File: config.mk
export PLATFORM = sky130hd
export DESIGN_NAME = detect_map_reader
export DESIGN_NICKNAME = d
export VERILOG_FILES = /design/src/rtl/detect_map_pkg.sv /design/src/rtl/seq_divider.sv /design/src/rtl/detect_map_reader.sv
export SDC_FILE = /design/constraint.sdc
export NUM_CORES = 1
export LEC_CHECK = 0
export BUFFER_PORTS_ARGS = -buffer_cell sky130_fd_sc_hd__buf_4
export CAP_MARGIN = 15
export CORE_MARGIN = 2
export CORE_UTILIZATION = 47
export CTS_CLUSTER_SIZE = 10
export DETAILED_ROUTE_END_ITERATION = 6
export GPL_ROUTABILITY_DRIVEN = 0
export GPL_TIMING_DRIVEN = 0
export SLEW_MARGIN = 20
export SYNTH_ARGS = -nofsm -noshare
export SYNTH_HDL_FRONTEND = slang
export SYNTH_SLANG_ARGS = --single-unit
File: constraint.sdc
create_clock -name clk -period 7 [get_ports clk]
set_input_delay 0.35 -clock clk [delete_from_list [all_inputs] [get_ports clk]]
set_output_delay 0.35 -clock clk [all_outputs]
set_load 0.05 [all_outputs]
File: src/rtl/detect_map_pkg.sv
// Shared definitions for the SRAM detection map: frame geometry, bit layout,
// accumulator widths and the reader FSM states.
package detect_map_pkg;

  localparam int unsigned DEF_H_RES     = 640;
  localparam int unsigned DEF_V_RES     = 480;
  localparam int unsigned MAP_RED_BIT   = 0;
  localparam int unsigned MAP_GREEN_BIT = 1;

  // Sized for the full default frame so sums can never wrap.
  localparam int unsigned CNT_W = $clog2(DEF_H_RES * DEF_V_RES + 1);
  localparam int unsigned SUM_W = $clog2(DEF_H_RES * DEF_V_RES * DEF_H_RES);

  typedef enum logic [2:0] {
    S_IDLE,
    S_ISSUE,
    S_WAIT,
    S_ACC,
    S_DIV,
    S_DONE
  } dm_state_e;

  typedef struct packed {
    logic       found;
    logic [9:0] x;
    logic [8:0] y;
  } centroid_t;

endpackage

File: src/rtl/seq_divider.sv
// Restoring unsigned divider: SUM_W-bit dividend by CNT_W-bit divisor,
// one quotient bit per cycle; o_done pulses SUM_W cycles after i_start.
module seq_divider
  import detect_map_pkg::*;
(
  input  logic             clk,
  input  logic             reset,
  input  logic             i_start,
  input  logic [SUM_W-1:0] i_dividend,
  input  logic [CNT_W-1:0] i_divisor,
  output logic             o_done,
  output logic [SUM_W-1:0] o_quotient
);

  localparam int unsigned ITER_W = $clog2(SUM_W + 1);

  logic [ITER_W-1:0] r_iter;
  logic [CNT_W-1:0]  r_rem;
  logic [CNT_W-1:0]  r_div;
  logic [SUM_W-1:0]  r_quo;
  logic              r_done;
  logic [CNT_W:0]    w_shift;
  logic [CNT_W:0]    w_diff;
  logic              w_ge;

  // Trial subtraction of the divisor from the shifted partial remainder.
  always_comb begin
    w_shift = {r_rem, r_quo[SUM_W-1]};
    w_ge    = (w_shift >= {1'b0, r_div});
    w_diff  = w_shift - {1'b0, r_div};
  end

  always_ff @(posedge clk or negedge reset) begin
    if (!reset) begin
      r_iter <= '0;
      r_rem  <= '0;
      r_div  <= '0;
      r_quo  <= '0;
      r_done <= 1'b0;
    end else begin
      r_done <= 1'b0;
      if (i_start) begin
        r_quo  <= i_dividend;
        r_rem  <= '0;
        r_div  <= i_divisor;
        r_iter <= ITER_W'(SUM_W);
      end else if (r_iter != '0) begin
        r_quo  <= {r_quo[SUM_W-2:0], w_ge};
        r_rem  <= w_ge ? w_diff[CNT_W-1:0] : w_shift[CNT_W-1:0];
        r_iter <= r_iter - ITER_W'(1);
        if (r_iter == ITER_W'(1)) r_done <= 1'b1;
      end
    end
  end

  assign o_done     = r_done;
  assign o_quotient = r_quo;

endmodule

File: src/rtl/detect_map_reader.sv
// Scans the detection map once per frame_start and produces red/green centroids.
// Define DETECT_SUBSAMPLE_EN to read only pixels with even x and even y.
module detect_map_reader
  import detect_map_pkg::*;
#(
  parameter int unsigned H_RES      = DEF_H_RES,
  parameter int unsigned V_RES      = DEF_V_RES,
  parameter int unsigned ADDR_W     = 20,
  parameter int unsigned DATA_W     = 16,
  parameter int unsigned MIN_PIXELS = 16,
  parameter int unsigned RED_BIT    = MAP_RED_BIT,
  parameter int unsigned GREEN_BIT  = MAP_GREEN_BIT
) (
  input  logic              clk,
  input  logic              reset,
  input  logic              frame_start,
  output logic              rd_en,
  output logic [ADDR_W-1:0] rd_addr,
  input  logic              rd_valid,
  input  logic [DATA_W-1:0] rd_data,
  output logic              busy,
  output logic              result_valid,
  output logic              red_found,
  output logic [9:0]        red_x,
  output logic [8:0]        red_y,
  output logic              green_found,
  output logic [9:0]        green_x,
  output logic [8:0]        green_y
);

  localparam int unsigned X_W = $clog2(H_RES);
  localparam int unsigned Y_W = $clog2(V_RES);
`ifdef DETECT_SUBSAMPLE_EN
  localparam int unsigned STEP = 2;
`else
  localparam int unsigned STEP = 1;
`endif
  localparam logic [X_W-1:0]    X_LAST   = X_W'(H_RES - STEP);
  localparam logic [Y_W-1:0]    Y_LAST   = Y_W'(V_RES - STEP);
  localparam logic [ADDR_W-1:0] ROW_STEP = ADDR_W'(STEP * H_RES);

  dm_state_e         r_state;
  dm_state_e         w_state_nxt;
  logic [X_W-1:0]    r_x;
  logic [Y_W-1:0]    r_y;
  logic [ADDR_W-1:0] r_row_base;
  logic              r_hit_red;
  logic              r_hit_grn;
  logic [CNT_W-1:0]  r_red_cnt;
  logic [CNT_W-1:0]  r_grn_cnt;
  logic [SUM_W-1:0]  r_red_sx;
  logic [SUM_W-1:0]  r_red_sy;
  logic [SUM_W-1:0]  r_grn_sx;
  logic [SUM_W-1:0]  r_grn_sy;
  logic [1:0]        r_div_idx;
  logic              r_div_busy;
  logic [9:0]        r_q_rx;
  logic [8:0]        r_q_ry;
  logic [9:0]        r_q_gx;
  logic [8:0]        r_q_gy;
  centroid_t         r_red;
  centroid_t         r_grn;
  logic              r_rd_en;
  logic [ADDR_W-1:0] r_rd_addr;
  logic              r_busy;
  logic              r_result_valid;

  logic              w_last_px;
  logic              w_red_ok;
  logic              w_grn_ok;
  logic              w_skip;
  logic              w_div_start;
  logic              w_div_adv;
  logic              w_div_done;
  logic [SUM_W-1:0]  w_dividend;
  logic [CNT_W-1:0]  w_divisor;
  logic [SUM_W-1:0]  w_quo;
  logic [8:0]        w_q_gy_nxt;
  logic              w_unused;

  assign w_last_px = (r_x == X_LAST) && (r_y == Y_LAST);
  assign w_red_ok  = (r_red_cnt >= CNT_W'(MIN_PIXELS));
  assign w_grn_ok  = (r_grn_cnt >= CNT_W'(MIN_PIXELS));
  assign w_unused  = ^{rd_data, w_quo};

  // Operand select for the shared divider: red_x, red_y, green_x, green_y.
  always_comb begin
    w_dividend = r_red_sx;
    w_divisor  = r_red_cnt;
    w_skip     = !w_red_ok;
    case (r_div_idx)
      2'd1: w_dividend = r_red_sy;
      2'd2: begin
        w_dividend = r_grn_sx;
        w_divisor  = r_grn_cnt;
        w_skip     = !w_grn_ok;
      end
      2'd3: begin
        w_dividend = r_grn_sy;
        w_divisor  = r_grn_cnt;
        w_skip     = !w_grn_ok;
      end
      default: ;
    endcase
  end

  // The last quotient lands on the same edge the outputs are loaded.
  assign w_q_gy_nxt = (r_div_busy && w_div_done && (r_div_idx == 2'd3)) ? 9'(w_quo) : r_q_gy;

  always_ff @(posedge clk or negedge reset) begin
    if (!reset) r_state <= S_IDLE;
    else        r_state <= w_state_nxt;
  end

  always_comb begin
    w_state_nxt = r_state;
    w_div_start = 1'b0;
    w_div_adv   = 1'b0;
    case (r_state)
      S_IDLE:  if (frame_start) w_state_nxt = S_ISSUE;
      S_ISSUE: w_state_nxt = S_WAIT;
      S_WAIT:  if (rd_valid) w_state_nxt = S_ACC;
      S_ACC:   w_state_nxt = w_last_px ? S_DIV : S_ISSUE;
      S_DIV: begin
        if (!r_div_busy) begin
          if (w_skip) w_div_adv = 1'b1;
          else        w_div_start = 1'b1;
        end else if (w_div_done) begin
          w_div_adv = 1'b1;
        end
        if (w_div_adv && (r_div_idx == 2'd3)) w_state_nxt = S_DONE;
      end
      S_DONE:  w_state_nxt = S_IDLE;
      default: w_state_nxt = S_IDLE;
    endcase
  end

  always_ff @(posedge clk or negedge reset) begin
    if (!reset) begin
      r_x            <= '0;
      r_y            <= '0;
      r_row_base     <= '0;
      r_hit_red      <= 1'b0;
      r_hit_grn      <= 1'b0;
      r_red_cnt      <= '0;
      r_grn_cnt      <= '0;
      r_red_sx       <= '0;
      r_red_sy       <= '0;
      r_grn_sx       <= '0;
      r_grn_sy       <= '0;
      r_div_idx      <= '0;
      r_div_busy     <= 1'b0;
      r_q_rx         <= '0;
      r_q_ry         <= '0;
      r_q_gx         <= '0;
      r_q_gy         <= '0;
      r_red          <= '0;
      r_grn          <= '0;
      r_rd_en        <= 1'b0;
      r_rd_addr      <= '0;
      r_busy         <= 1'b0;
      r_result_valid <= 1'b0;
    end else begin
      r_rd_en        <= (r_state == S_ISSUE);
      r_busy         <= (w_state_nxt inside {S_ISSUE, S_WAIT, S_ACC, S_DIV});
      r_result_valid <= (w_state_nxt == S_DONE);
      if (r_state == S_ISSUE) r_rd_addr <= r_row_base + ADDR_W'(r_x);

      case (r_state)
        S_IDLE: if (frame_start) begin
          r_x        <= '0;
          r_y        <= '0;
          r_row_base <= '0;
          r_red_cnt  <= '0;
          r_grn_cnt  <= '0;
          r_red_sx   <= '0;
          r_red_sy   <= '0;
          r_grn_sx   <= '0;
          r_grn_sy   <= '0;
          r_div_idx  <= '0;
          r_div_busy <= 1'b0;
        end
        S_WAIT: if (rd_valid) begin
          r_hit_red <= rd_data[RED_BIT];
          r_hit_grn <= rd_data[GREEN_BIT];
        end
        S_ACC: begin
          if (r_hit_red) begin
            r_red_cnt <= r_red_cnt + CNT_W'(1);
            r_red_sx  <= r_red_sx + SUM_W'(r_x);
            r_red_sy  <= r_red_sy + SUM_W'(r_y);
          end
          if (r_hit_grn) begin
            r_grn_cnt <= r_grn_cnt + CNT_W'(1);
            r_grn_sx  <= r_grn_sx + SUM_W'(r_x);
            r_grn_sy  <= r_grn_sy + SUM_W'(r_y);
          end
          if (r_x == X_LAST) begin
            r_x        <= '0;
            r_y        <= r_y + Y_W'(STEP);
            r_row_base <= r_row_base + ROW_STEP;
          end else begin
            r_x <= r_x + X_W'(STEP);
          end
        end
        S_DIV: begin
          if (w_div_start) r_div_busy <= 1'b1;
          if (r_div_busy && w_div_done) begin
            r_div_busy <= 1'b0;
            case (r_div_idx)
              2'd0:    r_q_rx <= 10'(w_quo);
              2'd1:    r_q_ry <= 9'(w_quo);
              2'd2:    r_q_gx <= 10'(w_quo);
              default: r_q_gy <= 9'(w_quo);
            endcase
          end
          if (w_div_adv) r_div_idx <= r_div_idx + 2'd1;
        end
        default: ;
      endcase

      // Publish centroids; a colour below threshold keeps its last coordinates.
      if (w_state_nxt == S_DONE) begin
        r_red.found <= w_red_ok;
        r_grn.found <= w_grn_ok;
        if (w_red_ok) begin
          r_red.x <= r_q_rx;
          r_red.y <= r_q_ry;
        end
        if (w_grn_ok) begin
          r_grn.x <= r_q_gx;
          r_grn.y <= w_q_gy_nxt;
        end
      end
    end
  end

  seq_divider u_div (
    .clk        (clk),
    .reset      (reset),
    .i_start    (w_div_start),
    .i_dividend (w_dividend),
    .i_divisor  (w_divisor),
    .o_done     (w_div_done),
    .o_quotient (w_quo)
  );

  assign rd_en        = r_rd_en;
  assign rd_addr      = r_rd_addr;
  assign busy         = r_busy;
  assign result_valid = r_result_valid;
  assign red_found    = r_red.found;
  assign red_x        = r_red.x;
  assign red_y        = r_red.y;
  assign green_found  = r_grn.found;
  assign green_x      = r_grn.x;
  assign green_y      = r_grn.y;

endmodule

==> results of run 1 <==
-- tightest hold or removal path: stages --
cell and delay (ns):
buf_4 0.11, nor3_1 0.05, a211oi_1 0.16
-- registers in the layout, summed over array words and instances (netlist names), 9 cells and up --
| register | cells |
|---|---|
| r_q_gx | 10 |
| red_x | 10 |
| r_row_base | 13 |
| r_y | 9 |
| r_red_cnt | 19 |
| u_div.r_div | 19 |
| r_q_ry | 9 |
| r_x | 10 |
| red_y | 9 |
| u_div.r_rem | 19 |
| rd_addr | 20 |
| r_red_sy | 28 |
| r_q_gy | 9 |
| r_grn_sx | 28 |
| r_grn_cnt | 19 |
| green_y | 9 |
| green_x | 10 |
| u_div.o_quotient | 28 |
| r_q_rx | 10 |
| r_red_sx | 28 |
| r_grn_sy | 28 |
-- synth_stat cells, types with 70 or more instances --
cell        n  area, um^2
xnor2_1    71         622
inv_1      81         304
mux2_2     82         923
a21oi_1    93         465
nor2_1    192         721
ha_1       75         938
nand3_1    88         440
clkbuf_1   75         282
xor2_1     84         736
o21ai_0   136         681
dfrtp_1   363        9080
nand2_1   226         848
mux2i_1    70         701
-- cell usage in the layout (no fill, tap or decap), drive strengths merged, types with 70 or more instances in the layout --
cell,synthesis,layout
mux2i,70,70
a21oi,95,95
mux2,82,82
nand3,89,89
xor2,84,84
clkbuf,75,133
buf,10,82
nor2,192,192
xnor2,71,71
o21ai,136,136
nand2,226,226
ha,75,75
dfrtp,363,363
inv,81,83
-- where the power goes --
part / switching [mW] / total (mW) / internal [mW]
Combinational: 0.761 / 1.08 / 0.316
Sequential: 0.134 / 2.37 / 2.24
Clock: 0.907 / 2.10 / 1.19
Total: 1.80 / 5.55 / 3.75
-- worst paths after layout --
| kind | from | endpoint | slack, ns | cells past startpoint |
|---|---|---|---|---|
| max | u_div.o_quotient[27] | u_div.r_rem[16] | 3.67 | 12 |
| min | frame_start | busy | 0.15 | 3 |
| max reg2reg | u_div.o_quotient[27] | u_div.r_rem[16] | 3.67 | 12 |
| min reg2reg | u_div.r_div[6] | u_div.r_div[6] | 0.47 | 2 |
| max in group asynchronous | reset | r_grn_sx[13] | 5.71 | 4 |
| min in group asynchronous | reset | r_q_gx[6] | 0.21 | 2 |
-- cell type report --
cell class | instances | area (um^2) | share of cell area
Buffer | 85 | 339 | 0.0154
Clock inverter | 6 | 85.1 | 0.00387
Multi-Input combinational cell | 1465 | 9680 | 0.440
Clock buffer | 58 | 1190 | 0.0542
Sequential cell | 363 | 9080 | 0.413
Inverter | 81 | 304 | 0.0138
Timing Repair Buffer | 75 | 658 | 0.0299
Tap cell | 532 | 666 | 0.0302
-- cell families (layout without fill, tap and decap cells) --
logic type,count (synthesis),after routing,share of synthesized area
and+or+nand+nor,707,707,0.172
AOI/OAI and AO/OA,371,371,0.119
DFF,363,363,0.468
buffers and inverters,166,305,0.0332
xor gates and xnor gates,155,155,0.0700
muxes,152,152,0.0837
adders and majority gates,80,80,0.0536
-- per-layer routing --
metal | GRT usage | wire (um)
met3 | 0.0370 | 2740
met2 | 0.376 | 23200
met5 | 0 | 0
met4 | 0.0695 | 1230
met1 | 0.342 | 23600
-- through the flow --
| step | setup WS, ns | utilization | cell area (um^2) |
|---|---|---|---|
| floorplan | 4.32 | - | 19400 |
| global route | 3.44 | 0.540 | 22000 |
| CTS | 3.69 | 0.540 | 22000 |
| detailed placement | 3.69 | 0.508 | 20700 |
| finish | 3.67 | 0.540 | 22000 |
| global placement | 1.97 | 0.505 | 20600 |
==> impl_metrics.toml, run 1 <==
[flow_run]
maxCapViolations = 0

[setup_path]
critPathMaxFanout = 10
path_buf_inv = 2
critPathTopFamily = "simple AND/OR/NAND/NOR gates"
cp-start-kind = "flop"
critPathMostFrequentCell = "a211oi_1"
worstSetupPathType = "reg -> reg"
required_ns = 7.43
arrival_ns = 3.76
end_kind = "flop"
crit_path_top_delay_cell = "nor3_1"
cpPeakStageDelay_ns = 0.50
path_cells = "inv_1, ha_1, fa_1, nand2b_1, a21o_1, a211oi_1, nor3_1, a211oi_1, nor4_2, buf_2, mux2i_1, a211oi_1"

[clock_network]
cts_tree = "yes"
htree_levels = 2
numCtsBuffers = 44
cts.sinks = 363
clk_path_buf_depth = 3
clk_latency_ns = 0.59
post-cts-setup-buffers = 0
root_buffer = "clkbuf_16"
holdBufCountCts = 3
cts.repair.resized = 0
clkSlewWorstSetupHoldPaths_ns = 0.06

[logic_synthesis]
synth-main-ff-cell = "dfrtp_1"
synth_fp_nets = 2094
netlist-cell-type-count = 69
ys_seq_elements = 363
syn_area_per_cell_um2 = 9.73
synth_seq_area_share = 0.468
async_reset_ff_frac = 1.00
ys_warn_count = 0
syn_area_um2 = 19400
syn_inst = 1994
synth-edff-count = 0

[placement]
dp_cells = 2598
port_buffers = 68
hpwl_um = 36300

[status]
status = "completed"

[power_and_ir_drop]
power_density_nw_per_um2 = 252
peakVddDrop_mv = 0.277
power_mw = 5.55
power.leakage_nw = 10.4

[sta]
fin_crit_sh = 0.475
worst_pin_slew_ns = 1.12
rsz0062_at_grt = "false"
max_freq_ghz = 0.301
hold_viol_final = 0
slew_headroom = 0.251
fin_setup_tns_ns = 0
skew_ns = 0.0173
setup_viol = 0
fin_crit_ns = 3.33
drv_slew = 0
holdWs_ns = 0.150

[routing]
finalWirelength_um = 50800
first_pass_iters = 6
postRouteAntennaNets = 0
drt-initial-drc-count = 1230
wl_per_cell_um = 19.1
vias_per_cell = 5.74
drcViolationCount = 0
num_vias = 15300

[floorplanning]
num_io_pins = 83
fp.dieH_um = 207
row_count = 74
start_util = 0.476
die_x_um = 207
dieArea_um2 = 42900
core_area_um2 = 40700

[layout]
num_antenna_cells = 0
fin_nets = 2215
syn_to_final_growth_pct = 13.5
drive_gt1_frac = 0.110
fin_cells = 2665
fillers = 3683

[min_path]
min-delay-path-class = "in -> reg"

[grt]
grt_max_degree = 95
grt.total_usage = 0.239
grt_pass1_wl_um = 83000
first_global_vias = 15300
antenna_found_initial = 0
grt.overflow.total = 0
Power figures use the tool's default switching activity.
==> run 2, diff against run 1 <==
--- a/config.mk
+++ b/config.mk
@@ -13,6 +13,7 @@
 export DETAILED_ROUTE_END_ITERATION = 6
 export GPL_ROUTABILITY_DRIVEN = 0
 export GPL_TIMING_DRIVEN = 0
+export PLACE_DENSITY = 0.66
 export SLEW_MARGIN = 20
 export SYNTH_ARGS = -nofsm -noshare
 export SYNTH_HDL_FRONTEND = slang
==> constraint.sdc (replaced) <==
create_clock -name clk -period 2.7 [get_ports clk]
set_input_delay 0.135 -clock clk [delete_from_list [all_inputs] [get_ports clk]]
set_output_delay 0.135 -clock clk [all_outputs]
set_load 0.05 [all_outputs]
==> impl_metrics.toml, run 2 (synthesis gave the netlist of run 1 again) <==
[status]
status = "finished, violations left"
violations = "setup timing"

[setup_path]
path_cells = "ha_4, fa_2, nand2b_4, a21o_1, a211oi_4, nor3_4, a211oi_2, nor4_4, buf_6, buf_12, mux2i_1, a211oi_1"
r2r_setup_slack_ns = -0.07
critPathMaxFanout = 5
rr_endpoint = "u_div.r_rem[16]"
r2r_cells = 12
critPathTopFamily = "compound AO/OA/AOI/OAI gates"
r2r-start = "u_div.r_div[0]"
cp-start-kind = "flop"
cpPeakStageDelay_ns = 0.42
end_kind = "flop"
required_ns = 3.18
worstSetupPathType = "reg -> reg"
crit_path_top_delay_cell = "dfrtp_1"
arrival_ns = 3.25
path_buf_inv = 2

[sta]
worst_pin_slew_ns = 1.03
rsz0062_at_grt = "true"
hold_viol_final = 0
drv_slew = 0
max_freq_ghz = 0.360
slew_headroom = 0.316
skew_ns = 0.0171
postLayoutSetupSlackWorst_ns = -0.0742
setup_viol = 4
fin_crit_sh = 1.03
fin_crit_ns = 2.77

[layout]
num_antenna_cells = 0
final_common_cell = "dfrtp_1"
fin_nets = 2247
syn_to_final_growth_pct = 17.2
layout_common_cells = "360 x dfrtp_1, 226 x nand2_1, 190 x nor2_1"
drive_gt1_frac = 0.160
fin_cells = 2691
fin_area_um2 = 22700
fin_util = 0.558

[routing]
vias_per_cell = 5.70
wl_per_cell_um = 18.5
first_pass_iters = 5
drt-initial-drc-count = 1178
drcViolationCount = 0
postRouteAntennaNets = 0
num_vias = 15300
finalWirelength_um = 49900

[placement]
dp_cells = 2598
hpwl_um = 35100
port_buffers = 68
pre_cts_ws_ns = -0.643
place_area_um2 = 20700

[grt]
antenna_found_initial = 0
grt.total_usage = 0.232
grt_pass1_wl_um = 81200
first_global_vias = 15200
grt_max_degree = 91
grt.overflow.total = 0

[floorplanning]
row_count = 74
fp.dieH_um = 207
num_io_pins = 83
dieArea_um2 = 42900
start_util = 0.476
core_area_um2 = 40700
die_x_um = 207

[clock_network]
numCtsBuffers = 43
htree_levels = 2
cts.sinks = 363
cts_tree = "yes"
clk_latency_ns = 0.58
clk_path_buf_depth = 3
clkSlewWorstSetupHoldPaths_ns = 0.05
root_buffer = "clkbuf_16"

[power_and_ir_drop]
power.leakage_nw = 10.8
peakVddDrop_mv = 0.931
power_density_nw_per_um2 = 630
power_mw = 14.3

[flow_run]
maxCapViolations = 0

[min_path]
min-delay-path-class = "in -> async"
[run 2: timing repair]
action	4_1_cts	5_1_grt
resized for setup	61	66
pin swaps	25	41
endpoints found under the setup margin	169	180
hold buffers	4	0
endpoints found under the hold margin	195	0
cloned	2	1
buffers inserted	19	26
[run 2: worst register-to-register path, cell delays in order (launching register included)]
cell	delay, ns
dfrtp_1	0.42
ha_4	0.18
fa_2	0.34
nand2b_4	0.15
a21o_1	0.21
a211oi_4	0.27
nor3_4	0.07
a211oi_2	0.31
nor4_4	0.09
buf_6	0.14
buf_12	0.13
mux2i_1	0.13
a211oi_1	0.23
[run 2: stage by stage]
| step | TNS (ns) | hold WS, ns |
|---|---|---|
| 2_1_floorplan | 0 | -0.161 |
| 3_3_place_gp | -766.59 | 0.405 |
| 3_5_place_dp | -34.25 | 0.0411 |
| 4_1_cts | -0.565 | 0.0314 |
| 5_1_grt | -1.84 | 0.0732 |
| 6_report | -0.115 | 0.0630 |
[run 2: final cells by class]
type	count	area, um^2
inverters	81	304
flip-flops and latches	363	9090
fillers	3564	18000
repair buffers	116	1000
multi-input cells	1466	10100
plain buffers	76	348
well taps	532	666
clock inverters	5	83.8
clock buffers	52	1120
[run 2: report_power, final]
| group | switching [mW] | internal [mW] |
|---|---|---|
| Combinational | 2.02 | 0.920 |
| Clock | 2.25 | 3.01 |
| Sequential | 0.340 | 5.80 |
[run 2: layer usage]
| layer | vias to the layer above | share of wire | GRT usage |
|---|---|---|---|
| li1 | 7319 | - | - |
| met1 | 7533 | 0.46 | 0.331 |
| met2 | 409 | 0.45 | 0.357 |
| met3 | 82 | 0.060 | 0.0428 |
| met4 | 0 | 0.029 | 0.0823 |
| met5 | - | 0 | 0 |
[run 2: worst max path at each step]
stage | depth (start not counted) | startpoint | to | slack [ns]
detailed placement | 12 | u_div.o_quotient[27] | u_div.r_rem[16] | -0.64
CTS | 11 | u_div.r_div[0] | u_div.r_rem[17] | -0.11
floorplan | 11 | u_div.r_div[0] | u_div.r_rem[18] | 0.02
global placement | 1 | reset | u_div.r_rem[10] | -2.07
global route | 12 | u_div.r_div[0] | u_div.r_rem[16] | -0.16
finish | 12 | u_div.r_div[0] | u_div.r_rem[16] | -0.07
==> run 3, diff against run 2 <==
--- a/config.mk
+++ b/config.mk
@@ -5,10 +5,12 @@
 export SDC_FILE = /design/constraint.sdc
 export NUM_CORES = 1
 export LEC_CHECK = 0
+export ABC_AREA = 1
 export BUFFER_PORTS_ARGS = -buffer_cell sky130_fd_sc_hd__buf_4
 export CAP_MARGIN = 15
 export CORE_MARGIN = 2
 export CORE_UTILIZATION = 47
+export CTS_BUF_LIST = sky130_fd_sc_hd__clkbuf_8
 export CTS_CLUSTER_SIZE = 10
 export DETAILED_ROUTE_END_ITERATION = 6
 export GPL_ROUTABILITY_DRIVEN = 0
==> impl_metrics.toml, run 3 <==
[power_and_ir_drop]
power.leakage_nw = 13.2
power_density_nw_per_um2 = 601
peakVddDrop_mv = 0.445
power_mw = 15.1

[logic_synthesis]
synth_top_cells_by_area = "dfrtp_1 40%, nand2_1 18%, nand3_1 6.1%"
yosys-top-cells-count = "1068 x nand2_1, 363 x dfrtp_1, 344 x inv_1, 275 x nand3_1, 225 x nor2_1"
ys_warn_count = 0
netlist-cell-type-count = 53
synth_top_area_frac = 0.404
synth_fp_nets = 3269
syn_inst = 3169
syn_area_per_cell_um2 = 7.10
syn_area_um2 = 22500
synth-main-ff-cell = "dfrtp_1"
synth-edff-count = 0
async_reset_ff_frac = 1.00
synth_seq_area_share = 0.404
yosysMostFrequentCell = "nand2_1"
yosys.area.top_type = "dfrtp_1"
ys_seq_elements = 363

[routing]
postRouteAntennaNets = 0
finalWirelength_um = 72400
first_pass_iters = 6
num_vias = 22400
wirelength_met1_um = 31100
vias_per_cell = 5.63
met2_length_um = 31900
wl_per_cell_um = 18.2
drcViolationCount = 0
dr_wl_met3_um = 6210
top_layer = "met4"
drt-initial-drc-count = 2500

[sta]
drv_slew = 0
skew_ns = 0.0388
holdWs_ns = 0.0356
rsz0062_at_grt = "false"
fin_setup_tns_ns = 0
worst_pin_slew_ns = 1.07
fin_crit_sh = 0.928
max_freq_ghz = 0.399
hold_viol_final = 0
slew_headroom = 0.285
setup_viol = 0
fin_crit_ns = 2.50

[layout]
fin_nets = 3415
fin_area_um2 = 25200
syn_to_final_growth_pct = 12.0
final_common_cell = "nand2_1"
drive_gt1_frac = 0.0776
layout_common_cells = "1068 x nand2_1, 371 x inv_1, 363 x dfrtp_1"
fin_util = 0.530
fillers = 4616

[floorplanning]
row_count = 80
die_x_um = 223
dieArea_um2 = 49600
num_io_pins = 83
start_util = 0.473
core_area_um2 = 47500
fp.dieH_um = 223

[clock_network]
clk_latency_ns = 0.66
cts_tree = "yes"
holdBufCountCts = 6
cts.repair.resized = 0
numCtsBuffers = 67
clkSlewWorstSetupHoldPaths_ns = 0.06
cts.sinks = 363
post-cts-setup-buffers = 0
clk_path_buf_depth = 3
htree_levels = 3
root_buffer = "clkbuf_8"

[grt]
grt_max_degree = 99
grt.total_usage = 0.294
first_global_vias = 21200
grt_pass1_wl_um = 115000
grt.overflow.total = 0
antenna_found_initial = 0

[min_path]
whs_path_depth = 5
worstHoldEndpoint = "r_div_busy"
min-delay-path-class = "in -> reg"
hp-start = "frame_start"

[setup_path]
rr_endpoint = "u_div.o_quotient[9]"
path_cells = "inv_1, ha_1, clkbuf_1, clkbuf_1, a21oi_1, nand3_1, o211ai_1, nand3_1"
arrival_ns = 3.08
r2r-start = "r_div_idx[0]"
r2r_cells = 8
r2r_setup_slack_ns = 0.20
end_kind = "flop"
required_ns = 3.27
worstSetupPathType = "reg -> reg"
critPathMaxFanout = 10
cpPeakStageDelay_ns = 0.55
crit_path_top_delay_cell = "clkbuf_1"
cp-start-kind = "flop"

[placement]
place_area_um2 = 23900
port_buffers = 68
hpwl_um = 54300

[flow_run]
maxCapViolations = 0

[status]
status = "completed"
run 3: cell count changes in the layout (fill, tap and decap cells not counted), sizes merged, moves of 29 or more:
cell / before / now
xnor2: 71 / 7
o21ai: 136 / 199
inv: 84 / 389
nand4: 33 / 103
nand2: 226 / 1071
o211ai: 6 / 41
nand3: 89 / 280
xor2: 84 / 23
mux2: 82 / 2
or3: 30 / 1
nor2: 192 / 238
mux2i: 70 / 0
run 3: routing by layer:
metal / GRT usage / vias up
met5: 0 / -
met4: 0.129 / 0
met3: 0.0574 / 203
met2: 0.453 / 994
met1: 0.402 / 10500
li1: - / 10700
run 3: cell type report:
type	instances	area [um^2]	area share
diodes	1	2.50	0.0000993
repair buffers	77	661	0.0262
multi-input cells	2343	11500	0.457
well taps	615	769	0.0305
flip-flops and latches	363	9080	0.360
inverters	359	1350	0.0537
plain buffers	104	544	0.0216
clock inverters	40	225	0.00893
clock buffers	76	1050	0.0415
run 3: stage by stage:
step           worst slack [ns]  std cells
6_report                  0.196       3978
4_1_cts                   0.236       3977
3_3_place_gp              -2.08       3852
2_1_floorplan             0.721       3169
5_1_grt                  0.0490       3977
3_5_place_dp              0.274       3855
run 3: where the power goes:
part	total (mW)	switching, mW	internal, mW
sequential	6.22	0.431	5.78
clock	5.15	2.46	2.69
combinational	3.78	2.88	0.906
run 3: worst max-delay path, delay by kind of cell, from the launching register on:
family	cells	cell delay, ns
DFF	1	0.43
and+or+nand+nor	2	0.30
adders and majority gates	1	0.30
buffers and inverters	3	1.09
AOI/OAI and AO/OA	2	0.32
run 3: cells by family (layout without fill, tap and decap cells):
kind of cell	Yosys count	after routing	share of synthesized area
and+or+nand+nor	1807	1807	0.346
buffers and inverters	463	656	0.0843
AOI/OAI and AO/OA	424	424	0.107
DFF	363	363	0.404
adders and majority gates	80	80	0.0461
xor gates and xnor gates	30	30	0.0117
muxes	2	2	0.00100
other	0	1	0
run 3: how the worst max path moves through the flow:
stage                   startpoint                    to  cells after the start  slack, ns
finish                r_div_idx[0]   u_div.o_quotient[9]                      8       0.20
global route          r_div_idx[0]  u_div.o_quotient[24]                      8       0.05
CTS                   r_div_idx[0]  u_div.o_quotient[24]                      8       0.24
detailed placement    r_div_idx[0]  u_div.o_quotient[24]                      8       0.27
global placement             reset          r_red_sy[17]                      1      -2.08
floorplan           u_div.r_div[0]       u_div.r_rem[18]                     11       0.72
